### src/rtl/vga_pkg.sv
// Shared definitions for the VGA board renderer.
//   - Default 640x480@60 timing constants (H_TOTAL, V_TOTAL, sync bounds).
//   - RGB444 colour constants.
//   - Cell-owner encoding (2 bits per cell in board_state).
//   - Per-axis incremental region tracker (type plus step/start helpers).
//     Each screen axis is tracked as: before the board, inside a cell,
//     inside a gap, or past the board.
package vga_pkg;

  // Default VGA 640x480@60 timing, in pixel ticks / lines.
  localparam int H_ACTIVE_DEF = 640;
  localparam int H_FP_DEF     = 16;
  localparam int H_SYNC_DEF   = 96;
  localparam int H_BP_DEF     = 48;
  localparam int V_ACTIVE_DEF = 480;
  localparam int V_FP_DEF     = 10;
  localparam int V_SYNC_DEF   = 2;
  localparam int V_BP_DEF     = 33;

  localparam int H_TOTAL      = H_ACTIVE_DEF + H_FP_DEF + H_SYNC_DEF + H_BP_DEF;
  localparam int V_TOTAL      = V_ACTIVE_DEF + V_FP_DEF + V_SYNC_DEF + V_BP_DEF;
  localparam int H_SYNC_START = H_ACTIVE_DEF + H_FP_DEF;
  localparam int H_SYNC_END   = H_SYNC_START + H_SYNC_DEF;
  localparam int V_SYNC_START = V_ACTIVE_DEF + V_FP_DEF;
  localparam int V_SYNC_END   = V_SYNC_START + V_SYNC_DEF;

  // Width of the scan counters and intra-cell offset counters.
  localparam int XW = 12;
  localparam logic [XW-1:0] AX_ONE = {{(XW-1){1'b0}}, 1'b1};

  // RGB444 colours, {R,G,B}.
  localparam logic [11:0] COL_P1     = 12'hF00;
  localparam logic [11:0] COL_P2     = 12'h0F0;
  localparam logic [11:0] COL_RSVD   = 12'hF0F;
  localparam logic [11:0] COL_GRID   = 12'hFFF;
  localparam logic [11:0] COL_CURSOR = 12'hFF0;
  localparam logic [11:0] COL_EMPTY  = 12'h222;
  localparam logic [11:0] COL_BG     = 12'h000;

  typedef enum logic [1:0] {
    EMPTY = 2'b00,
    P1    = 2'b01,
    P2    = 2'b10,
    RSVD  = 2'b11
  } owner_e;

  typedef enum logic [1:0] {
    AX_BEFORE,
    AX_CELL,
    AX_GAP,
    AX_AFTER
  } axis_phase_e;

  // off counts pixels within the current phase (before/cell/gap);
  // idx is the cell column (x axis) or row (y axis).
  typedef struct packed {
    axis_phase_e     phase;
    logic [XW-1:0]   off;
    logic [7:0]      idx;
  } axis_t;

  // Tracker state for screen coordinate 0.
  function automatic axis_t axis_start(input logic [XW-1:0] origin);
    axis_t a;
    a.off   = '0;
    a.idx   = '0;
    a.phase = (origin == '0) ? AX_CELL : AX_BEFORE;
    return a;
  endfunction

  // Tracker state for coordinate+1 given the state at coordinate.
  // gap_len must be at least 1.
  function automatic axis_t axis_step(input axis_t         a,
                                      input logic [XW-1:0] origin,
                                      input logic [XW-1:0] cell_len,
                                      input logic [XW-1:0] gap_len,
                                      input logic [7:0]    n);
    axis_t nx;
    nx = a;
    case (a.phase)
      AX_BEFORE: begin
        if (a.off == origin - AX_ONE) begin
          nx.phase = AX_CELL;
          nx.off   = '0;
        end else begin
          nx.off = a.off + AX_ONE;
        end
      end
      AX_CELL: begin
        if (a.off == cell_len - AX_ONE) begin
          nx.off   = '0;
          nx.phase = (a.idx == n - 8'd1) ? AX_AFTER : AX_GAP;
        end else begin
          nx.off = a.off + AX_ONE;
        end
      end
      AX_GAP: begin
        if (a.off == gap_len - AX_ONE) begin
          nx.phase = AX_CELL;
          nx.off   = '0;
          nx.idx   = a.idx + 8'd1;
        end else begin
          nx.off = a.off + AX_ONE;
        end
      end
      default: nx = a;
    endcase
    return nx;
  endfunction

endpackage

### src/rtl/vga_timing_gen.sv
// VGA timing generator: pixel-tick divider, h/v scan counters, raw
// (undelayed) active-low syncs, active-area flag and frame_start pulse.
// Ports:
//   clk, reset        system clock, async active-high reset
//   tick              one-clk pulse every CLK_DIV clocks; every stage
//                     downstream advances only when tick is high
//   h_cnt, v_cnt      current scan position (counter stage)
//   line_end          h_cnt is the last pixel of the line
//   frame_end         line_end on the last line of the frame
//   hsync_raw, vsync_raw  syncs for the current counter value
//   active            current counter value is inside the visible area
//   frame_start       registered one-clk pulse after the tick that
//                     consumes scan position (0,0)
module vga_timing_gen
  import vga_pkg::*;
#(
  parameter int CLK_DIV  = 4,
  parameter int H_ACTIVE = H_ACTIVE_DEF,
  parameter int H_FP     = H_FP_DEF,
  parameter int H_SYNC   = H_SYNC_DEF,
  parameter int H_BP     = H_BP_DEF,
  parameter int V_ACTIVE = V_ACTIVE_DEF,
  parameter int V_FP     = V_FP_DEF,
  parameter int V_SYNC   = V_SYNC_DEF,
  parameter int V_BP     = V_BP_DEF
) (
  input  logic          clk,
  input  logic          reset,
  output logic          tick,
  output logic [XW-1:0] h_cnt,
  output logic [XW-1:0] v_cnt,
  output logic          line_end,
  output logic          frame_end,
  output logic          hsync_raw,
  output logic          vsync_raw,
  output logic          active,
  output logic          frame_start
);

  localparam int HT  = H_ACTIVE + H_FP + H_SYNC + H_BP;
  localparam int VT  = V_ACTIVE + V_FP + V_SYNC + V_BP;
  localparam int HSS = H_ACTIVE + H_FP;
  localparam int HSE = HSS + H_SYNC;
  localparam int VSS = V_ACTIVE + V_FP;
  localparam int VSE = VSS + V_SYNC;

  logic [7:0] div_cnt;

  assign tick = (div_cnt == 8'(CLK_DIV - 1));

  always_ff @(posedge clk or posedge reset) begin
    if (reset) begin
      div_cnt <= '0;
    end else if (tick) begin
      div_cnt <= '0;
    end else begin
      div_cnt <= div_cnt + 8'd1;
    end
  end

  assign line_end  = (h_cnt == XW'(HT - 1));
  assign frame_end = line_end && (v_cnt == XW'(VT - 1));

  always_ff @(posedge clk or posedge reset) begin
    if (reset) begin
      h_cnt <= '0;
      v_cnt <= '0;
    end else if (tick) begin
      if (line_end) begin
        h_cnt <= '0;
        v_cnt <= frame_end ? '0 : v_cnt + AX_ONE;
      end else begin
        h_cnt <= h_cnt + AX_ONE;
      end
    end
  end

  assign hsync_raw = !((h_cnt >= XW'(HSS)) && (h_cnt < XW'(HSE)));
  assign vsync_raw = !((v_cnt >= XW'(VSS)) && (v_cnt < XW'(VSE)));
  assign active    = (h_cnt < XW'(H_ACTIVE)) && (v_cnt < XW'(V_ACTIVE));

  always_ff @(posedge clk or posedge reset) begin
    if (reset) begin
      frame_start <= 1'b0;
    end else begin
      frame_start <= tick && (h_cnt == '0) && (v_cnt == '0);
    end
  end

endmodule

### src/rtl/vga_board_renderer.sv
// NxN game-board renderer for VGA (default 640x480@60, RGB444).
// Draws grid lines, cell owners, a cursor outline and a win-line
// highlight from a board snapshot taken at the start of vertical blank,
// so input changes during a frame never tear the picture.
// Pipeline, advancing only on the pixel tick:
//   S0 scan counters -> S1 region/cell decode -> S2 colour and sync regs.
//   Pins show counter position (h,v) two ticks after it is presented.
// Ports:
//   clk, reset            system clock, async active-high reset
//   board_state [2*NC]    2 bits per cell, row-major (00 empty, 01 P1,
//                         10 P2, 11 reserved)
//   cursor_idx, cursor_en cursor cell and enable (idx >= NC: no cursor)
//   win_mask [NC]         cells on the winning line
//   hsync, vsync          active-low syncs, aligned with colour
//   VGA_R/VGA_G/VGA_B     colour
//   frame_start           one-clk pulse when scan position (0,0) is ticked
// Optional build macro VGA_BOARD_BLINK_EN: a 6-bit frame counter makes win
// cells blink (interior black while bit 5 is set). Without it, win cells
// are highlighted steadily.
module vga_board_renderer
  import vga_pkg::*;
#(
  parameter int BOARD_N  = 3,
  parameter int CELL_W   = 100,
  parameter int CELL_H   = 100,
  parameter int GAP      = 8,
  parameter int ORIGIN_X = 55,
  parameter int ORIGIN_Y = 28,
  parameter int CURSOR_T = 4,
  parameter int CLK_DIV  = 4,
  parameter int H_ACTIVE = H_ACTIVE_DEF,
  parameter int H_FP     = H_FP_DEF,
  parameter int H_SYNC   = H_SYNC_DEF,
  parameter int H_BP     = H_BP_DEF,
  parameter int V_ACTIVE = V_ACTIVE_DEF,
  parameter int V_FP     = V_FP_DEF,
  parameter int V_SYNC   = V_SYNC_DEF,
  parameter int V_BP     = V_BP_DEF,
  localparam int NC      = BOARD_N * BOARD_N,
  localparam int CIDX_W  = (NC > 1) ? $clog2(NC) : 1
) (
  input  logic              clk,
  input  logic              reset,
  input  logic [2*NC-1:0]   board_state,
  input  logic [CIDX_W-1:0] cursor_idx,
  input  logic              cursor_en,
  input  logic [NC-1:0]     win_mask,
  output logic              hsync,
  output logic              vsync,
  output logic [3:0]        VGA_R,
  output logic [3:0]        VGA_G,
  output logic [3:0]        VGA_B,
  output logic              frame_start
);

  // ---------------------------------------------------------------- S0
  logic          tick;
  logic [XW-1:0] h_cnt, v_cnt;
  logic          line_end, frame_end;
  logic          hsync_raw, vsync_raw, active;

  vga_timing_gen #(
    .CLK_DIV  (CLK_DIV),
    .H_ACTIVE (H_ACTIVE),
    .H_FP     (H_FP),
    .H_SYNC   (H_SYNC),
    .H_BP     (H_BP),
    .V_ACTIVE (V_ACTIVE),
    .V_FP     (V_FP),
    .V_SYNC   (V_SYNC),
    .V_BP     (V_BP)
  ) u_timing (
    .clk         (clk),
    .reset       (reset),
    .tick        (tick),
    .h_cnt       (h_cnt),
    .v_cnt       (v_cnt),
    .line_end    (line_end),
    .frame_end   (frame_end),
    .hsync_raw   (hsync_raw),
    .vsync_raw   (vsync_raw),
    .active      (active),
    .frame_start (frame_start)
  );

  // ---------------------------------------------------------- snapshot
  logic [2*NC-1:0]   snap_board;
  logic [NC-1:0]     snap_win;
  logic [CIDX_W-1:0] snap_cur_idx;
  logic              snap_cur_on;

  always_ff @(posedge clk or posedge reset) begin
    if (reset) begin
      snap_board   <= '0;
      snap_win     <= '0;
      snap_cur_idx <= '0;
      snap_cur_on  <= 1'b0;
    end else if (tick && (v_cnt == XW'(V_ACTIVE)) && (h_cnt == '0)) begin
      snap_board   <= board_state;
      snap_win     <= win_mask;
      snap_cur_idx <= cursor_idx;
      // An out-of-range index is folded into "cursor off" here so the
      // decode only needs an equality compare.
      snap_cur_on  <= cursor_en && (int'(cursor_idx) < NC);
    end
  end

  // ------------------------------------------------- incremental decode
  // ax_q/ay_q describe the current h_cnt/v_cnt position; they are stepped
  // on the same ticks as the counters. row_base_q = row * BOARD_N, kept
  // by repeated addition so the cell index needs no multiplier.
  axis_t             ax_q, ay_q;
  logic [CIDX_W-1:0] row_base_q;

  always_ff @(posedge clk or posedge reset) begin
    if (reset) begin
      ax_q       <= axis_start(XW'(ORIGIN_X));
      ay_q       <= axis_start(XW'(ORIGIN_Y));
      row_base_q <= '0;
    end else if (tick) begin
      if (line_end) begin
        ax_q <= axis_start(XW'(ORIGIN_X));
        if (frame_end) begin
          ay_q       <= axis_start(XW'(ORIGIN_Y));
          row_base_q <= '0;
        end else begin
          ay_q <= axis_step(ay_q, XW'(ORIGIN_Y), XW'(CELL_H), XW'(GAP), 8'(BOARD_N));
          if ((ay_q.phase == AX_GAP) && (ay_q.off == XW'(GAP - 1))) begin
            row_base_q <= row_base_q + CIDX_W'(BOARD_N);
          end
        end
      end else begin
        ax_q <= axis_step(ax_q, XW'(ORIGIN_X), XW'(CELL_W), XW'(GAP), 8'(BOARD_N));
      end
    end
  end

  logic              x_cell, y_cell, x_box, y_box;
  logic              in_cell, in_grid, on_edge, on_cursor;
  logic [CIDX_W-1:0] cell_idx;
  owner_e            cell_owner;
  logic              cell_win;

  assign x_cell   = (ax_q.phase == AX_CELL);
  assign y_cell   = (ay_q.phase == AX_CELL);
  assign x_box    = x_cell || (ax_q.phase == AX_GAP);
  assign y_box    = y_cell || (ay_q.phase == AX_GAP);
  assign in_cell  = x_cell && y_cell;
  assign in_grid  = x_box && y_box && !in_cell;
  assign cell_idx = row_base_q + CIDX_W'(ax_q.idx);

  assign on_edge  = (ax_q.off < XW'(CURSOR_T)) || (ax_q.off >= XW'(CELL_W - CURSOR_T)) ||
                    (ay_q.off < XW'(CURSOR_T)) || (ay_q.off >= XW'(CELL_H - CURSOR_T));
  assign on_cursor = in_cell && snap_cur_on && (cell_idx == snap_cur_idx) && on_edge;

  // Cell lookup as a constant-indexed mux over the snapshot.
  always_comb begin
    cell_owner = EMPTY;
    cell_win   = 1'b0;
    for (int k = 0; k < NC; k++) begin
      if (cell_idx == CIDX_W'(k)) begin
        cell_owner = owner_e'(snap_board[2*k +: 2]);
        cell_win   = snap_win[k];
      end
    end
  end

  // ---------------------------------------------------------------- S1
  logic   s1_active, s1_cursor, s1_grid, s1_cell, s1_win;
  owner_e s1_owner;
  logic   s1_hsync, s1_vsync;

  always_ff @(posedge clk or posedge reset) begin
    if (reset) begin
      s1_active <= 1'b0;
      s1_cursor <= 1'b0;
      s1_grid   <= 1'b0;
      s1_cell   <= 1'b0;
      s1_win    <= 1'b0;
      s1_owner  <= EMPTY;
      s1_hsync  <= 1'b1;
      s1_vsync  <= 1'b1;
    end else if (tick) begin
      s1_active <= active;
      s1_cursor <= on_cursor;
      s1_grid   <= in_grid;
      s1_cell   <= in_cell;
      s1_win    <= cell_win;
      s1_owner  <= cell_owner;
      s1_hsync  <= hsync_raw;
      s1_vsync  <= vsync_raw;
    end
  end

  // ------------------------------------------------------------- blink
  logic blink_off;

`ifdef VGA_BOARD_BLINK_EN
  logic [5:0] frame_cnt;

  always_ff @(posedge clk or posedge reset) begin
    if (reset) begin
      frame_cnt <= '0;
    end else if (frame_start) begin
      frame_cnt <= frame_cnt + 6'd1;
    end
  end

  assign blink_off = frame_cnt[5];
`else
  assign blink_off = 1'b0;
`endif

  // ---------------------------------------------------------------- S2
  logic [11:0] cell_col, pix_col, rgb_q;

  always_comb begin
    case (s1_owner)
      P1:      cell_col = COL_P1;
      P2:      cell_col = COL_P2;
      RSVD:    cell_col = COL_RSVD;
      default: cell_col = COL_EMPTY;
    endcase
    // Win highlight forces blue full-on for owned cells only.
    if (s1_win && (s1_owner != EMPTY)) begin
      cell_col[3:0] = 4'hF;
    end
    if (s1_win && blink_off) begin
      cell_col = COL_BG;
    end

    if (!s1_active) begin
      pix_col = COL_BG;
    end else if (s1_cursor) begin
      pix_col = COL_CURSOR;
    end else if (s1_grid) begin
      pix_col = COL_GRID;
    end else if (s1_cell) begin
      pix_col = cell_col;
    end else begin
      pix_col = COL_BG;
    end
  end

  always_ff @(posedge clk or posedge reset) begin
    if (reset) begin
      rgb_q <= '0;
      hsync <= 1'b1;
      vsync <= 1'b1;
    end else if (tick) begin
      rgb_q <= pix_col;
      hsync <= s1_hsync;
      vsync <= s1_vsync;
    end
  end

  assign VGA_R = rgb_q[11:8];
  assign VGA_G = rgb_q[7:4];
  assign VGA_B = rgb_q[3:0];

endmodule

### config.mk
export PLATFORM = sky130hd
export DESIGN_NAME = vga_board_renderer
export DESIGN_NICKNAME = d
export VERILOG_FILES = /design/src/rtl/vga_pkg.sv /design/src/rtl/vga_timing_gen.sv /design/src/rtl/vga_board_renderer.sv
export SDC_FILE = /design/constraint.sdc
export NUM_CORES = 1
export LEC_CHECK = 0
export ABC_CLOCK_PERIOD_IN_PS = 6250
export CAP_MARGIN = 20
export CORE_MARGIN = 10
export CORE_UTILIZATION = 50
export CTS_BUF_LIST = sky130_fd_sc_hd__clkbuf_8
export DETAILED_ROUTE_END_ITERATION = 8
export PLACE_DENSITY = 0.73
export SYNTH_ARGS = -nofsm -noshare
export SYNTH_HDL_FRONTEND = slang
export SYNTH_SLANG_ARGS = --single-unit
### constraint.sdc
create_clock -name clk -period 6.25 [get_ports clk]
set_clock_uncertainty 0.05 [all_clocks]
set_input_delay 1.25 -clock clk [delete_from_list [all_inputs] [get_ports clk]]
set_output_delay 1.25 -clock clk [all_outputs]
set_load 0.03 [all_outputs]
==> flow_results.xml, run 1 <==
<?xml version="1.0" encoding="UTF-8"?>
<metrics>
  <group name="run_status">
    <metric name="status" unit="">complete, no violations</metric>
  </group>
  <group name="yosys">
    <metric name="post_synth_fa_ha_maj_area_fraction" unit="%">5.957</metric>
    <metric name="mappedNetlistArea" unit="sq mm">0.007057</metric>
    <metric name="synth_top_family_by_area" unit="">simple AND/OR/NAND/NOR gates</metric>
    <metric name="synth.most_common_cell" unit="">sky130_fd_sc_hd__dfrtp_1</metric>
    <metric name="synth-simple-area-share" unit="%">20.82</metric>
    <metric name="post_synth_xor_area_fraction" unit="%">5.957</metric>
    <metric name="biggest_area_consumer_among_synthesized_cells" unit="">sky130_fd_sc_hd__dfrtp_1</metric>
    <metric name="postSynthRegisterBits" unit="">130</metric>
    <metric name="synthesis.area_per_instance" unit="sq um">9.981</metric>
    <metric name="synth_edf_count" unit="">0</metric>
    <metric name="synth.area.mux_share" unit="%">6.897</metric>
    <metric name="count_of_yosys_warnings_during_synthesis" unit="">0</metric>
    <metric name="synth_commonest_cells" unit="">sky130_fd_sc_hd__dfrtp_1 (126), sky130_fd_sc_hd__nand2_1 (70), sky130_fd_sc_hd__nor2_1 (57)</metric>
    <metric name="mappedNetlistNets" unit="">774</metric>
    <metric name="async_reset_ff_share" unit="%">100.0</metric>
    <metric name="synth-seq-area-share" unit="%">46.17</metric>
    <metric name="synth_area_leaders" unit="">sky130_fd_sc_hd__dfrtp_1 (45%), sky130_fd_sc_hd__ha_1 (5.7%), sky130_fd_sc_hd__mux2_2 (4.8%)</metric>
    <metric name="postSynth.topFlopCell" unit="">sky130_fd_sc_hd__dfrtp_1</metric>
    <metric name="synth_cell_types" unit="">68</metric>
    <metric name="synth_compound_area_share" unit="%">10.00</metric>
    <metric name="synthCells" unit="">707</metric>
    <metric name="share_of_the_synthesized_area_in_the_top_cell_type" unit="%">44.68</metric>
  </group>
  <group name="global_route">
    <metric name="track_usage" unit="%">16.06</metric>
    <metric name="grt-ovfl-total" unit="">0</metric>
    <metric name="maximum_number_of_pins_on_one_net_before_global_route_repair" unit="">92</metric>
    <metric name="grt_antenna_before_repair" unit="">0</metric>
    <metric name="grt_pass1_vias" unit="">5432</metric>
    <metric name="grt_first_pass_wirelength" unit="um">26310</metric>
  </group>
  <group name="timing">
    <metric name="achievable-frequency" unit="GHz">0.3386</metric>
    <metric name="unrepaired_setup_endpoints_after_global_routing" unit="">false</metric>
    <metric name="timing.final.setup_violations" unit="">0</metric>
    <metric name="setup_tns" unit="ns">0</metric>
    <metric name="headroom_to_the_max_slew_limit" unit="%">36.32</metric>
    <metric name="final_period_minus_worst_setup_slack" unit="ns">2.953</metric>
    <metric name="max_slew.worst_pin.slew" unit="ns">0.9510</metric>
    <metric name="timing.final.hold_violations" unit="">0</metric>
    <metric name="finalMaxSlewViolations" unit="">0</metric>
    <metric name="layout_worst_path_cycle_share" unit="%">47.25</metric>
  </group>
  <group name="routing">
    <metric name="drc_errors" unit="">0</metric>
    <metric name="totalWireLength" unit="um">15310</metric>
    <metric name="wl_per_cell" unit="um">16.29</metric>
    <metric name="antenna_left" unit="">0</metric>
    <metric name="drt-vias-per-instance" unit="">5.716</metric>
    <metric name="drtIter0Drc" unit="">373</metric>
    <metric name="via_count" unit="">5373</metric>
    <metric name="drt-pass1-iter-count" unit="">6</metric>
  </group>
  <group name="critical_path">
    <metric name="r2r-start" unit="">ax_q[0]</metric>
    <metric name="criticalPathCategory" unit="">flip-flop to output port</metric>
    <metric name="endpoint" unit="">vsync</metric>
    <metric name="reg2regPathDepth" unit="">8</metric>
    <metric name="timing.critical_path.max_delay_family" unit="">buffers and inverters</metric>
    <metric name="cp_num_buf_inv" unit="">1</metric>
    <metric name="crit_path_top_delay_cell" unit="">sky130_fd_sc_hd__clkdlybuf4s50_1</metric>
    <metric name="sort_of_element_at_the_start_of_the_critical_path" unit="">flip-flop</metric>
    <metric name="worstSetupStartpoint" unit="">vsync</metric>
    <metric name="worstPathRequired" unit="ns">4.95</metric>
    <metric name="setup.reg_to_reg.worst_slack" unit="ns">3.42</metric>
    <metric name="path_max_fanout" unit="">2</metric>
    <metric name="r2r-end" unit="">s1_win</metric>
    <metric name="critPathMaxStageDelay" unit="ns">0.67</metric>
    <metric name="crit_chain" unit="">clkdlybuf4s50_1</metric>
    <metric name="cp-end-kind" unit="">output port</metric>
    <metric name="critPathArrivalTime" unit="ns">1.65</metric>
    <metric name="critical_path_depth" unit="">1</metric>
  </group>
  <group name="clock_tree">
    <metric name="cts_max_level" unit="">4</metric>
    <metric name="ctsHoldBuffers" unit="">0</metric>
    <metric name="cts_root_buf" unit="">sky130_fd_sc_hd__clkbuf_8</metric>
    <metric name="postCtsSetupRepairBufs" unit="">0</metric>
    <metric name="cts_num_sinks" unit="">130</metric>
    <metric name="cts_made_buffers" unit="">17</metric>
    <metric name="cts-root-to-sink-buffers" unit="">2</metric>
    <metric name="clock_slew_at_the_register_clock_pins_of_the_worst_setup_and_hold_paths" unit="ns">0.07</metric>
    <metric name="cts.repair.resized" unit="">0</metric>
    <metric name="cts_tree" unit="">done</metric>
    <metric name="clk-insertion-delay-late" unit="ns">0.45</metric>
  </group>
  <group name="placed_design">
    <metric name="gpl.final_weighted_congestion" unit="">0.8488</metric>
    <metric name="dp_hpwl" unit="um">10820</metric>
    <metric name="io_buffer_count" unit="">48</metric>
  </group>
  <group name="power_and_ir_drop">
    <metric name="power_density" unit="mW/mm^2">206.5</metric>
    <metric name="vdd_drop_max" unit="mV">0.1681</metric>
    <metric name="total_power" unit="mW">1.674</metric>
    <metric name="power.leakage" unit="nW">3.579</metric>
  </group>
  <group name="floorplanning">
    <metric name="die_y" unit="um">138.8</metric>
    <metric name="die_x" unit="um">138.8</metric>
    <metric name="core_area" unit="sq mm">0.01388</metric>
    <metric name="floorplan.initialDensity" unit="%">50.84</metric>
    <metric name="top_level_ports" unit="">49</metric>
    <metric name="core.rowCount" unit="">43</metric>
    <metric name="dieArea" unit="sq mm">0.01927</metric>
  </group>
  <group name="finish">
    <metric name="syn_to_final_growth" unit="%">14.86</metric>
    <metric name="final_net_count" unit="">814</metric>
    <metric name="antenna_cells_inserted" unit="">0</metric>
    <metric name="fraction_of_layout_instances_using_a_drive_strength_above_1" unit="%">11.84</metric>
  </group>
  <group name="worst_hold_path">
    <metric name="min_path_type" unit="">flip-flop to flip-flop</metric>
    <metric name="min_path_cells" unit="">2</metric>
  </group>
  <group name="run">
    <metric name="timing.max_cap.violations" unit="">0</metric>
  </group>
</metrics>
-- final cells by class --
cell class	instances	area, sq um
Inverter	33	126.4
Clock inverter	13	182.7
Multi-Input combinational cell	511	3502
Clock buffer	19	261.5
Fill cell	1157	5776
Tap cell	180	225.2
Timing Repair Buffer	54	549.3
Sequential cell	130	3258
-- cell families after synthesis --
group / count (synthesis)
xor gates and xnor gates: 48
adders and majority gates: 33
DFF: 130
AOI/OAI and AO/OA: 106
and+or+nand+nor: 283
buffers and inverters: 66
muxes: 41
-- cells in the final DEF, fill, tap and decap left out, types with 17 or more instances in the layout --
cell | synthesis | layout
sky130_fd_sc_hd__clkbuf_8 | 0 | 19
sky130_fd_sc_hd__clkdlybuf4s50_1 | 0 | 48
sky130_fd_sc_hd__dfrtp_1 | 126 | 126
sky130_fd_sc_hd__ha_1 | 32 | 32
sky130_fd_sc_hd__inv_1 | 33 | 32
sky130_fd_sc_hd__mux2_2 | 30 | 30
sky130_fd_sc_hd__nand2_1 | 70 | 70
sky130_fd_sc_hd__nand3_1 | 38 | 38
sky130_fd_sc_hd__nand4_1 | 17 | 17
sky130_fd_sc_hd__nor2_1 | 57 | 57
sky130_fd_sc_hd__nor3_1 | 19 | 19
sky130_fd_sc_hd__o21ai_0 | 41 | 41
sky130_fd_sc_hd__xnor2_1 | 34 | 34
-- per-stage QoR --
stage | hold slack (ns) | utilization (%) | instances | setup slack [ns] | instance area, sq um
6_report | 0.4082 | 58.39 | 940 | 3.297 | 8105
5_1_grt | 0.4295 | 58.39 | 940 | 3.168 | 8105
4_1_cts | 0.4054 | 58.19 | 939 | 3.255 | 8078
3_5_place_dp | 0.3937 | 54.99 | 907 | 3.061 | 7634
3_3_place_gp | 0.3926 | 54.91 | 906 | 3.109 | 7622
2_1_floorplan | 0.3847 | - | 707 | 1.487 | 7057
-- report_power, final --
part           switching (mW)  total (mW)  leakage (nW)  internal, mW
combinational          0.0198      0.0403          1.60        0.0205
clock                   0.337       0.793         0.226         0.456
sequential                  0       0.841          1.76         0.841
total                   0.357        1.67          3.58          1.32
-- sequential cells by signal, indices dropped and copies added, names as in the netlist, 2 cells and up --
signal	flops
ax_q	22
ay_q	22
snap_board	18
u_timing.h_cnt	12
u_timing.v_cnt	12
snap_win	9
u_timing.div_cnt	8
rgb_q	6
row_base_q	4
snap_cur_idx	4
s1_owner	2
-- worst min path at each step --
stage / start / endpoint
after floorplan: s1_hsync / hsync
final: hsync / hsync
after CTS: s1_vsync / vsync
after detailed placement: s1_vsync / vsync
after global routing: s1_vsync / vsync
after global placement: s1_hsync / hsync
-- layer usage --
layer	share of wire [%]	vias to the layer above	GRT usage, %
met4	1.0	0	5.327
met3	4.0	16	4.486
met5	0	-	0
met2	49	119	26.06
li1	-	2593	-
met1	46	2645	20.16
(Power assumes the default switching activity.)
==> run 2: changes to the inputs <==
Settings changed: ABC_CLOCK_PERIOD_IN_PS 6250 to 2650, PLACE_DENSITY 0.73 to 0.76.
Clock period 6.25 ns to 2.65 ns, I/O delays scaled along.
==> run 2 against run 1 <==
Clock power grew 130%; die area unchanged; wire length up 3.6%; cell count is 1.2% higher.
==> flow_results.xml, run 2 (synthesis gave the netlist of run 1 again) <==
<?xml version="1.0" encoding="UTF-8"?>
<metrics>
  <group name="run_status">
    <metric name="status" unit="">complete, no violations</metric>
  </group>
  <group name="critical_path">
    <metric name="r2r-start" unit="">ay_q[9]</metric>
    <metric name="path_max_fanout" unit="">8</metric>
    <metric name="r2r-end" unit="">ay_q[8]</metric>
    <metric name="setup.reg_to_reg.worst_slack" unit="ns">0.15</metric>
    <metric name="critPathArrivalTime" unit="ns">2.78</metric>
    <metric name="worstPathRequired" unit="ns">2.93</metric>
    <metric name="cp-end-kind" unit="">flip-flop</metric>
    <metric name="sort_of_element_at_the_start_of_the_critical_path" unit="">flip-flop</metric>
    <metric name="reg2regPathDepth" unit="">7</metric>
    <metric name="criticalPathCategory" unit="">flip-flop to flip-flop</metric>
    <metric name="worstSetupStartpoint" unit="">ay_q[9]</metric>
  </group>
  <group name="clock_tree">
    <metric name="cts_root_buf" unit="">sky130_fd_sc_hd__clkbuf_8</metric>
    <metric name="cts_max_level" unit="">4</metric>
    <metric name="ctsHoldBuffers" unit="">0</metric>
    <metric name="cts_num_sinks" unit="">130</metric>
    <metric name="postCtsSetupRepairBufs" unit="">0</metric>
    <metric name="cts_made_buffers" unit="">17</metric>
    <metric name="cts.repair.resized" unit="">0</metric>
    <metric name="clock_slew_at_the_register_clock_pins_of_the_worst_setup_and_hold_paths" unit="ns">0.08</metric>
    <metric name="cts_tree" unit="">done</metric>
    <metric name="clk-insertion-delay-late" unit="ns">0.45</metric>
    <metric name="cts-root-to-sink-buffers" unit="">2</metric>
  </group>
  <group name="timing">
    <metric name="layout_worst_path_cycle_share" unit="%">94.38</metric>
    <metric name="headroom_to_the_max_slew_limit" unit="%">62.69</metric>
    <metric name="finalMaxSlewViolations" unit="">0</metric>
    <metric name="max_slew.worst_pin.slew" unit="ns">0.5597</metric>
    <metric name="setup_tns" unit="ns">0</metric>
    <metric name="final_period_minus_worst_setup_slack" unit="ns">2.501</metric>
    <metric name="whs" unit="ns">0.4081</metric>
    <metric name="timing.final.hold_violations" unit="">0</metric>
    <metric name="achievable-frequency" unit="GHz">0.3998</metric>
    <metric name="unrepaired_setup_endpoints_after_global_routing" unit="">false</metric>
    <metric name="timing.final.setup_violations" unit="">0</metric>
  </group>
  <group name="routing">
    <metric name="drt-met1-wl" unit="um">7158</metric>
    <metric name="drt-vias-per-instance" unit="">5.695</metric>
    <metric name="wl_met3" unit="um">583</metric>
    <metric name="wl_per_cell" unit="um">16.68</metric>
    <metric name="via_count" unit="">5416</metric>
    <metric name="antenna_left" unit="">0</metric>
    <metric name="drtIter0Drc" unit="">367</metric>
    <metric name="route.top_layer_used" unit="">met4</metric>
    <metric name="drt-pass1-iter-count" unit="">4</metric>
    <metric name="drc_errors" unit="">0</metric>
    <metric name="met2RoutedLength" unit="um">7893</metric>
    <metric name="totalWireLength" unit="um">15860</metric>
  </group>
  <group name="worst_hold_path">
    <metric name="hold_path.startpoint" unit="">s1_hsync</metric>
    <metric name="min_path_cells" unit="">2</metric>
    <metric name="whs_endpoint" unit="">hsync</metric>
    <metric name="min_path_type" unit="">flip-flop to flip-flop</metric>
  </group>
  <group name="placed_design">
    <metric name="placed_cell_area" unit="sq mm">0.007754</metric>
    <metric name="io_buffer_count" unit="">48</metric>
    <metric name="gpl.final_weighted_congestion" unit="">0.8928</metric>
    <metric name="dp_hpwl" unit="um">11350</metric>
  </group>
  <group name="finish">
    <metric name="final_net_count" unit="">826</metric>
    <metric name="fraction_of_layout_instances_using_a_drive_strength_above_1" unit="%">13.88</metric>
    <metric name="final_area" unit="sq mm">0.008235</metric>
    <metric name="regArea" unit="sq mm">0.003258</metric>
    <metric name="antenna_cells_inserted" unit="">0</metric>
    <metric name="most_used_cells_in_the_layout_excluding_fill_and_tap_cells" unit="">sky130_fd_sc_hd__dfrtp_1 (126), sky130_fd_sc_hd__nand2_1 (70), sky130_fd_sc_hd__nor2_1 (55)</metric>
    <metric name="final_core_utilization" unit="%">59.33</metric>
    <metric name="layout_top_registers" unit="">ax_q x22, ay_q x22, snap_board x18</metric>
    <metric name="mostFrequentLayoutCell" unit="">sky130_fd_sc_hd__dfrtp_1</metric>
    <metric name="fillCellCount" unit="">1141</metric>
    <metric name="multi_input_area" unit="sq mm">0.003551</metric>
    <metric name="syn_to_final_growth" unit="%">16.70</metric>
  </group>
  <group name="global_route">
    <metric name="grt_first_pass_wirelength" unit="um">27000</metric>
    <metric name="maximum_number_of_pins_on_one_net_before_global_route_repair" unit="">87</metric>
    <metric name="track_usage" unit="%">16.59</metric>
    <metric name="grt_antenna_before_repair" unit="">0</metric>
    <metric name="grt_pass1_vias" unit="">5426</metric>
    <metric name="grt-ovfl-total" unit="">0</metric>
  </group>
  <group name="power_and_ir_drop">
    <metric name="total_power" unit="mW">3.934</metric>
    <metric name="vdd_drop_max" unit="mV">0.3431</metric>
    <metric name="power.leakage" unit="nW">3.628</metric>
    <metric name="power_density" unit="mW/mm^2">477.7</metric>
  </group>
  <group name="floorplanning">
    <metric name="die_y" unit="um">138.8</metric>
    <metric name="core_area" unit="sq mm">0.01388</metric>
    <metric name="floorplan.initialDensity" unit="%">50.84</metric>
    <metric name="top_level_ports" unit="">49</metric>
    <metric name="dieArea" unit="sq mm">0.01927</metric>
    <metric name="core.rowCount" unit="">43</metric>
    <metric name="die_x" unit="um">138.8</metric>
  </group>
  <group name="run">
    <metric name="timing.max_cap.violations" unit="">0</metric>
  </group>
</metrics>
==> run 2: changes by cell type in the layout (fill, tap and decap cells not counted), sizes merged <==
cell / previous run / this run
buf: 6 / 18
clkbuf: 19 / 18
clkinv: 7 / 6
inv: 34 / 33
clkinvlp: 1 / 3
==> run 2: per-layer routing <==
metal | global-route usage (%) | up-vias
met2 | 27.18 | 97
met1 | 20.89 | 2692
met4 | 5.437 | 0
met3 | 4.212 | 20
li1 | - | 2607
met5 | 0 | -
==> run 2: stage by stage <==
| stage | cells | worst slack, ns |
|---|---|---|
| after CTS | 951 | 0.06062 |
| after floorplan | 707 | 0.1373 |
| final | 951 | 0.1490 |
| after global placement | 920 | 0.2172 |
| after global routing | 951 | 0.03162 |
| after detailed placement | 920 | 0.09331 |
==> run 2: worst max-delay path by stage <==
stage / slack (ns) / to / cells past startpoint
5_1_grt: 0.03 / ay_q[8] / 7
2_1_floorplan: 0.14 / s1_win / 9
3_3_place_gp: 0.22 / s1_win / 9
6_report: 0.15 / ay_q[8] / 7
4_1_cts: 0.06 / ay_q[15] / 7
3_5_place_dp: 0.09 / ay_q[16] / 7
==> run 2: final cells by class <==
class / count / area share, %
clock inverter: 13 / 2.249
timing repair buffer: 66 / 7.779
multi-input combinational: 511 / 43.12
sequential: 130 / 39.56
inverter: 33 / 1.550
clock buffer: 18 / 3.008
tap: 180 / 2.735
==> run 2: where the power goes <==
group | internal [mW] | total [mW] | switching, mW
clock network | 1.05 | 1.86 | 0.812
logic | 0.0472 | 0.0936 | 0.0464
registers | 1.98 | 1.98 | 0
==> run 2: critical path: stages (launching register included) <==
cell,delay [ns]
sky130_fd_sc_hd__dfrtp_1,0.39
sky130_fd_sc_hd__ha_1,0.27
sky130_fd_sc_hd__or4b_1,0.52
sky130_fd_sc_hd__or3_1,0.41
sky130_fd_sc_hd__o2bb2ai_2,0.20
sky130_fd_sc_hd__or2b_4,0.20
sky130_fd_sc_hd__nor2_2,0.09
sky130_fd_sc_hd__mux2_2,0.27
